## config.mk

```make
export PLATFORM = sky130hd
export DESIGN_NAME = bus_dev_endpoint
export DESIGN_NICKNAME = d
export VERILOG_FILES = /design/src/rtl/bus_dev_endpoint.sv
export SDC_FILE = /design/constraint.sdc
export NUM_CORES = 1
export LEC_CHECK = 0
export CAP_MARGIN = 5
export CELL_PAD_IN_SITES_DETAIL_PLACEMENT = 0
export CELL_PAD_IN_SITES_GLOBAL_PLACEMENT = 2
export CORE_ASPECT_RATIO = 0.7
export CORE_MARGIN = 2
export CORE_UTILIZATION = 44
export CTS_BUF_LIST = sky130_fd_sc_hd__clkbuf_4 sky130_fd_sc_hd__clkbuf_8 sky130_fd_sc_hd__clkbuf_16
export DETAILED_ROUTE_END_ITERATION = 6
export PLACE_DENSITY_LB_ADDON = 0.1
export SYNTH_ARGS = -nofsm -noshare
export SYNTH_HDL_FRONTEND = slang
export SYNTH_SLANG_ARGS = --single-unit
```

## constraint.sdc

```tcl
create_clock -name clk -period 4 [get_ports clk]
set_input_delay 0.8 -clock clk [delete_from_list [all_inputs] [get_ports clk]]
set_output_delay 0.8 -clock clk [all_outputs]
set_load 0.02 [all_outputs]
```

## src/rtl/bus_dev_endpoint.sv

```systemverilog
// -----------------------------------------------------------------------------
// bus_dev_endpoint
//
// Device-side terminal of the broadcast bus. One instance sits on each bus
// port and provides:
//   - a TX FIFO that local logic fills and the bus drains (pndng/pop/D_pop)
//   - an RX FIFO that the bus fills (push/D_push) and local logic drains
// Packets carry their destination ID in the top 8 bits.
//
// Configuration macro:
//   BUS_EP_ADDR_FILTER_EN  defined   -> only pushes addressed to `id` or
//                                       `broadcast` are stored; rejected
//                                       pushes are counted in misroute_cnt.
//                          undefined -> promiscuous: every push is a storage
//                                       candidate, misroute_cnt is tied to 0.
//
// Parameters:
//   pckg_sz    packet width in bits (>= 9)
//   depth      entries per FIFO (power of 2, >= 2)
//   id         this endpoint's 8-bit bus address
//   broadcast  destination ID accepted by every endpoint
//
// Ports:
//   clk          system clock, rising edge
//   reset        synchronous active-high reset
//   tx_wr        local enqueue strobe
//   tx_data      packet to enqueue
//   tx_full      TX FIFO full
//   pndng        TX FIFO non-empty (to bus)
//   D_pop        TX head packet, first-word-fall-through, 0 when empty
//   pop          bus consumes TX head
//   push         bus delivers a packet
//   D_push       delivered packet
//   rx_rd        local dequeue strobe
//   rx_data      RX head packet, first-word-fall-through, 0 when empty
//   rx_empty     RX FIFO empty
//   rx_drop_cnt  saturating count of accepted pushes lost to a full RX FIFO
//   misroute_cnt saturating count of pushes rejected by the address filter
//   err          sticky: [0] TX overflow, [1] pop while TX empty
//
// All outputs are driven from registers only; no input reaches an output
// combinationally.
// -----------------------------------------------------------------------------
module bus_dev_endpoint #(
    parameter int          pckg_sz   = 16,
    parameter int          depth     = 8,
    parameter logic [7:0]  id        = 8'd0,
    parameter logic [7:0]  broadcast = 8'hFF
) (
    input  logic               clk,
    input  logic               reset,
    input  logic               tx_wr,
    input  logic [pckg_sz-1:0] tx_data,
    output logic               tx_full,
    output logic               pndng,
    output logic [pckg_sz-1:0] D_pop,
    input  logic               pop,
    input  logic               push,
    input  logic [pckg_sz-1:0] D_push,
    input  logic               rx_rd,
    output logic [pckg_sz-1:0] rx_data,
    output logic               rx_empty,
    output logic [7:0]         rx_drop_cnt,
    output logic [7:0]         misroute_cnt,
    output logic [1:0]         err
);

    localparam int AW = $clog2(depth);
    localparam logic [AW:0] DEPTH_C = (AW + 1)'(depth);

    // -------------------------------------------------------------------------
    // TX FIFO state
    // -------------------------------------------------------------------------
    logic [pckg_sz-1:0] tx_mem [depth];
    logic [AW-1:0]      tx_wr_ptr;
    logic [AW-1:0]      tx_rd_ptr;
    logic [AW:0]        tx_count;

    logic tx_is_empty;
    logic tx_is_full;
    logic tx_do_pop;
    logic tx_do_wr;
    logic tx_overflow;
    logic tx_underflow;

    // -------------------------------------------------------------------------
    // RX FIFO state
    // -------------------------------------------------------------------------
    logic [pckg_sz-1:0] rx_mem [depth];
    logic [AW-1:0]      rx_wr_ptr;
    logic [AW-1:0]      rx_rd_ptr;
    logic [AW:0]        rx_count;

    logic rx_is_empty;
    logic rx_is_full;
    logic rx_addr_ok;
    logic rx_candidate;
    logic rx_do_rd;
    logic rx_do_wr;
    logic rx_drop;

    logic [1:0] err_q;
    logic [7:0] rx_drop_q;

    // -------------------------------------------------------------------------
    // TX control
    // -------------------------------------------------------------------------
    always_comb begin
        tx_is_empty  = (tx_count == '0);
        tx_is_full   = (tx_count == DEPTH_C);
        tx_do_pop    = pop & ~tx_is_empty;
        // A pop in the same cycle frees the slot, so a write to a full FIFO
        // is still accepted then.
        tx_do_wr     = tx_wr & (~tx_is_full | tx_do_pop);
        tx_overflow  = tx_wr & ~tx_do_wr;
        tx_underflow = pop & tx_is_empty;
    end

    always_ff @(posedge clk) begin
        if (reset) begin
            tx_wr_ptr <= '0;
            tx_rd_ptr <= '0;
            tx_count  <= '0;
        end else begin
            if (tx_do_wr) begin
                tx_wr_ptr <= tx_wr_ptr + 1'b1;
            end
            if (tx_do_pop) begin
                tx_rd_ptr <= tx_rd_ptr + 1'b1;
            end
            case ({tx_do_wr, tx_do_pop})
                2'b10:   tx_count <= tx_count + 1'b1;
                2'b01:   tx_count <= tx_count - 1'b1;
                default: tx_count <= tx_count;
            endcase
        end
    end

    // Storage carries no reset; the pointers and count define validity.
    always_ff @(posedge clk) begin
        if (!reset && tx_do_wr) begin
            tx_mem[tx_wr_ptr] <= tx_data;
        end
    end

    // -------------------------------------------------------------------------
    // RX address filter
    // -------------------------------------------------------------------------
`ifdef BUS_EP_ADDR_FILTER_EN
    logic [7:0] rx_dest;
    logic [7:0] misroute_q;
    logic       rx_misroute;

    always_comb begin
        rx_dest     = D_push[pckg_sz-1 -: 8];
        rx_addr_ok  = (rx_dest == id) || (rx_dest == broadcast);
        rx_misroute = push & ~rx_addr_ok;
    end

    always_ff @(posedge clk) begin
        if (reset) begin
            misroute_q <= '0;
        end else if (rx_misroute && (misroute_q != 8'hFF)) begin
            misroute_q <= misroute_q + 1'b1;
        end
    end

    assign misroute_cnt = misroute_q;
`else
    // Promiscuous mode: every delivered packet is a storage candidate.
    assign rx_addr_ok   = 1'b1;
    assign misroute_cnt = '0;
`endif

    // -------------------------------------------------------------------------
    // RX control
    // -------------------------------------------------------------------------
    always_comb begin
        rx_is_empty  = (rx_count == '0);
        rx_is_full   = (rx_count == DEPTH_C);
        rx_candidate = push & rx_addr_ok;
        rx_do_rd     = rx_rd & ~rx_is_empty;
        // A simultaneous local read makes room for an accepted push.
        rx_do_wr     = rx_candidate & (~rx_is_full | rx_do_rd);
        rx_drop      = rx_candidate & ~rx_do_wr;
    end

    always_ff @(posedge clk) begin
        if (reset) begin
            rx_wr_ptr <= '0;
            rx_rd_ptr <= '0;
            rx_count  <= '0;
        end else begin
            if (rx_do_wr) begin
                rx_wr_ptr <= rx_wr_ptr + 1'b1;
            end
            if (rx_do_rd) begin
                rx_rd_ptr <= rx_rd_ptr + 1'b1;
            end
            case ({rx_do_wr, rx_do_rd})
                2'b10:   rx_count <= rx_count + 1'b1;
                2'b01:   rx_count <= rx_count - 1'b1;
                default: rx_count <= rx_count;
            endcase
        end
    end

    always_ff @(posedge clk) begin
        if (!reset && rx_do_wr) begin
            rx_mem[rx_wr_ptr] <= D_push;
        end
    end

    // -------------------------------------------------------------------------
    // Drop counter and sticky error flags
    // -------------------------------------------------------------------------
    always_ff @(posedge clk) begin
        if (reset) begin
            rx_drop_q <= '0;
            err_q     <= '0;
        end else begin
            if (rx_drop && (rx_drop_q != 8'hFF)) begin
                rx_drop_q <= rx_drop_q + 1'b1;
            end
            err_q <= err_q | {tx_underflow, tx_overflow};
        end
    end

    // -------------------------------------------------------------------------
    // Outputs (functions of registered state only)
    // -------------------------------------------------------------------------
    always_comb begin
        pndng       = ~tx_is_empty;
        tx_full     = tx_is_full;
        rx_empty    = rx_is_empty;
        D_pop       = tx_is_empty ? '0 : tx_mem[tx_rd_ptr];
        rx_data     = rx_is_empty ? '0 : rx_mem[rx_rd_ptr];
        rx_drop_cnt = rx_drop_q;
        err         = err_q;
    end

endmodule

```

**After elaboration in Yosys (flattened, before gate mapping)**

Memories as Yosys holds them, arrays and structs flattened. A register that Yosys moved wholly into a read port is not among the register bits.
Cells that the tools add are included.

- Add/sub/neg operators: 9
- Equality and inequality tests: 7
- Mux-type cells: 12
- Bitwise logic cells: 16
- Reductions and logical operators: 8

Operator list:

| kind | number |
|---|---|
| 16-bit 2-to-1 mux | 2 |
| 4-bit case mux with 2 select lines | 2 |
| 3-bit by 1-bit adder with 3-bit output, second input constant | 4 |
| 3-bit 2-to-1 mux | 4 |
| 4-bit by 1-bit adder with 4-bit output, second input constant | 2 |
| 8-bit by 1-bit adder with 8-bit output, second input constant | 1 |
| 4-bit == test, second input constant | 2 |
| 4-bit zero test | 2 |
| 8-bit != test, second input constant | 1 |
| 4-bit by 1-bit subtractor with 4-bit output, second input constant | 2 |
| 1-bit bitwise AND | 7 |
| 1-bit inverter | 6 |
| 2-bit by 1-bit == test with 1-bit output, second input constant | 2 |
| 2-bit == test, second input constant | 2 |
| 1-bit 2-to-1 mux | 4 |
| 2-bit nonzero test | 2 |
| 1-bit logical AND | 3 |
| 1-bit OR | 2 |
| 2-bit OR | 1 |
| 1-bit zero test | 1 |

- Register bits: 30
- Memory bits (writable): 256
- Input port bits: 38
- Output and inout bits: 53
- Memories: 2

Memories:

| name | words | bits a word | rd ports | clocked after Yosys merged registers in | wr ports | line | source |
|---|---|---|---|---|---|---|---|
| rx_mem | 8 | 16 | 1 | 1 | 1 | 89 | `logic [pckg_sz-1:0] rx_mem [depth];` |
| tx_mem | 8 | 16 | 1 | 1 | 1 | 74 | `logic [pckg_sz-1:0] tx_mem [depth];` |

**Longest topological paths before layout**

- Word-level depth: 8
- Gate-level depth with buffers: 11

**Least setup slack after synthesis**

No wires, ideal clock.

- Path kind: in2reg
- Start: input tx_wr
- End: memory tx_mem[1][0] (enable)
- Arrival: 2.872 ns
- Required time: 3.570 ns
- Slack: 0.697 ns
- Stages on the path: 3
- Buffers on the path: 1
- Cells stage by stage: clkbuf_1 o21ai_4 nor4_1

- Word-level cells in the longest chain between the ends: 4

Ends and longest elaborated chain:

| item | line | source |
|---|---|---|
| from (decl) | 52 | `input logic tx_wr,` |
| 1-bit bitwise AND | 114 | `tx_do_wr = tx_wr & (~tx_is_full \| tx_do_pop);` |
| 1-bit logical AND | 141 | `if (!reset && tx_do_wr) begin` |
| 1-bit 2-to-1 mux | 141 |  |
| 1-bit 2-to-1 mux (not written as such) | 142 | `tx_mem[tx_wr_ptr] <= tx_data;` |
| to (decl) | 74 |  |

No other way between the ends.

==> metrics.txt <==
status=finished, final reports clean; Die Span X=199.6 µm; Routed Wire Length=22940 µm; Post-synth EDFFs=256; Starting Density=0.4441; Placed Area=13160 µm²; Top Ports=91; max-slew violation count=0; Synth top cells by count=256 x edfxtp_1, 72 x nor2_1, 64 x mux4_2; Power Total=8.790 mW; clock root buffer=clkbuf_16; dpl hpwl=13830 µm; Nets=798; largest net degree at the start of global routing=33; Period minus WS final=3.618 ns; Final Cycle Share=0.9045; critical-path cell list=buf_4 -> mux4_2 -> mux2i_1 -> nor2_1 -> clkdlybuf4s50_1; WP buf/inv=2; routed vias=5970; Crit Path Max Fanout=16; critical path class=register to primary output; Post-CTS Hold Buffers=0; clk buf depth=3; Worst setup EP type=primary output; setup bufs post-CTS=0; DR DRC count=0; Synth top area share=0.6526; die area=28120 µm²; vias in the first global route=6202; IO Port Bufs=82; DRT iter0 DRCs=316; share of cells above drive strength 1=0.2153; synthesized area per cell=18.38 µm²; Critical-path top delay cell=dfxtp_2; first-pass GRT wire length=35870 µm; leak pwr=4.495 nW; Hold WC Path Type=register to register; DR pass1 iterations=4; Max-Cap Viols=0; final hold violation count=0; worst endpoint required time=3.20 ns; post-synth top area cell=edfxtp_1; drt wl/cell=20.21 µm; core footprint=26530 µm²; R2R Setup Slk=1.31 ns; Routed Antenna Nets=0; initial antenna violation count=0; Gate Count Post-Synth=641; clock skew=0.009527 ns; Post-synth top flop=edfxtp_1; total CTS buffers=29; dpl cells=1082; Final Cell Area=14030 µm²; routed vias/inst=5.260; top-count cell post-synth=edfxtp_1; Rel. slew slack=0.3706; endpoints failing setup=0; P&R area growth vs syn=19.10%; clock sink count=292; total track usage=0.1686; CP Data Arrival Time=2.82 ns; top post-synthesis cells by area=edfxtp_1 65%, mux4_2 12%, dfxtp_1 6.1%, mux2i_1 3.2%, nor2_1 2.3%; synthesis-stage register bit count=292; Diodes inserted=0; Layout Cells excl Fill=1135; met1 usage=0.2503; maximum VDD drop=0.0003319 V; H-tree depth=1; CP max stage delay=0.71 ns; die span in y=140.9 µm; grt peak-use layer=met2; met2 usage=0.2672; Fin Setup TNS=0 ns; clock latency on the worst-skew pair=0.53 ns; Filler cells=2169; Seq/Total Area, Yosys=0.7138; CTS tree=done; Site Rows=50; fmax=276.4 MHz; GPL Wtd Cong=0.7235; total gr overflow=0; FFs w/ async S/R, synth=0; RSZ-0062 raised after global routing=no; post_cts resized=0; Tightest Pin Transition=0.9371 ns; CP Launch Type=register; Fin Hold WS=0.4751 ns; yosys warns=0; post-synth cell types=52; synthesized area=11780 µm²; clk slew on worst S/H paths=0.06 ns; GR Util met3=0.02823; family with the most delay on the worst path=buffers and inverters; pwr dens=626.6 nW/µm²
==> logic make-up (layout without fill, tap and decap cells) <==
family	after synthesis	in the layout	share of synthesized area
compound gates	34	34	0.02475
xor+xnor	15	15	0.01115
fa+ha+maj	11	11	0.01296
buf+inv	50	173	0.02114
flops	292	292	0.7138
mux	103	103	0.1556
other cells	1	8	0.0003183
simple gates	135	135	0.06033
==> sequential cells by signal (all words and copies together) (netlist names), named ones only <==
| signal | count |
|---|---|
| rx_mem | 128 |
| tx_mem | 128 |
| rx_drop_cnt | 8 |
| tx_rd_ptr | 3 |
| tx_wr_ptr | 3 |
| rx_rd_ptr | 3 |
| rx_wr_ptr | 3 |
| err | 2 |
| tx_count | 4 |
| rx_count | 4 |
==> cells in the final DEF (no fill, tap or decap), types with 10 or more instances in the layout <==
master           count
edfxtp_1           256
clkdlybuf4s50_1     82
nor2_1              72
mux4_2              64
mux2i_1             38
dfxtp_1             34
clkbuf_16           29
buf_4               28
nand3_1             10
==> worst reg2reg max path: cells and delay by family, from the launching register on <==
| kind | cells | cell delay (ns) |
|---|---|---|
| flops | 1 | 0.41 |
| simple gates | 4 | 0.87 |
| buf+inv | 3 | 0.55 |
| compound gates | 3 | 0.48 |
| fa+ha+maj | 1 | 0.31 |
==> final timing paths <==
path              depth (start not counted)                  endpoint                startpoint
setup reg to reg                         11  tx_count[3]$_SDFFE_PP0P_  tx_count[0]$_SDFFE_PP0P_
hold / removal                            2         err[1]$_SDFF_PP0_         err[1]$_SDFF_PP0_
hold reg to reg                           2         err[1]$_SDFF_PP0_         err[1]$_SDFF_PP0_
setup / recovery                          5                 D_pop[15]                  register
==> layout make-up <==
class	instances	area [µm²]	share of cell area
inverters	8	30.03	0.002140
clock inverters	16	76.32	0.005440
multi-input cells	306	3194	0.2277
flip-flops and latches	292	8411	0.5995
well taps	364	455.4	0.03246
repair buffers	112	1071	0.07634
clock buffers	37	792.0	0.05645
==> power breakdown <==
| group | total, mW | internal [mW] | switching [mW] |
|---|---|---|---|
| registers | 3.64 | 3.45 | 0.184 |
| clock network | 2.45 | 1.39 | 1.06 |
| logic | 2.70 | 1.33 | 1.37 |
| total | 8.79 | 6.18 | 2.61 |
==> per-stage QoR <==
| step | setup slack (ns) | util |
|---|---|---|
| finish | 0.3819 | 0.5289 |
| global route | 0.1788 | 0.5289 |
| CTS | 0.2883 | 0.5289 |
| detailed placement | 0.7780 | 0.4962 |
| global placement | 0.8984 | 0.4962 |
| floorplan | 0.6975 | - |
==> routing by layer <==
layer | routed length, µm | part of all wire
met1 | 10600 | 0.46
met2 | 10770 | 0.47
met3 | 1315 | 0.057
met4 | 261 | 0.011
met5 | 0 | 0
Note: power is estimated with default switching activity, not from simulation.
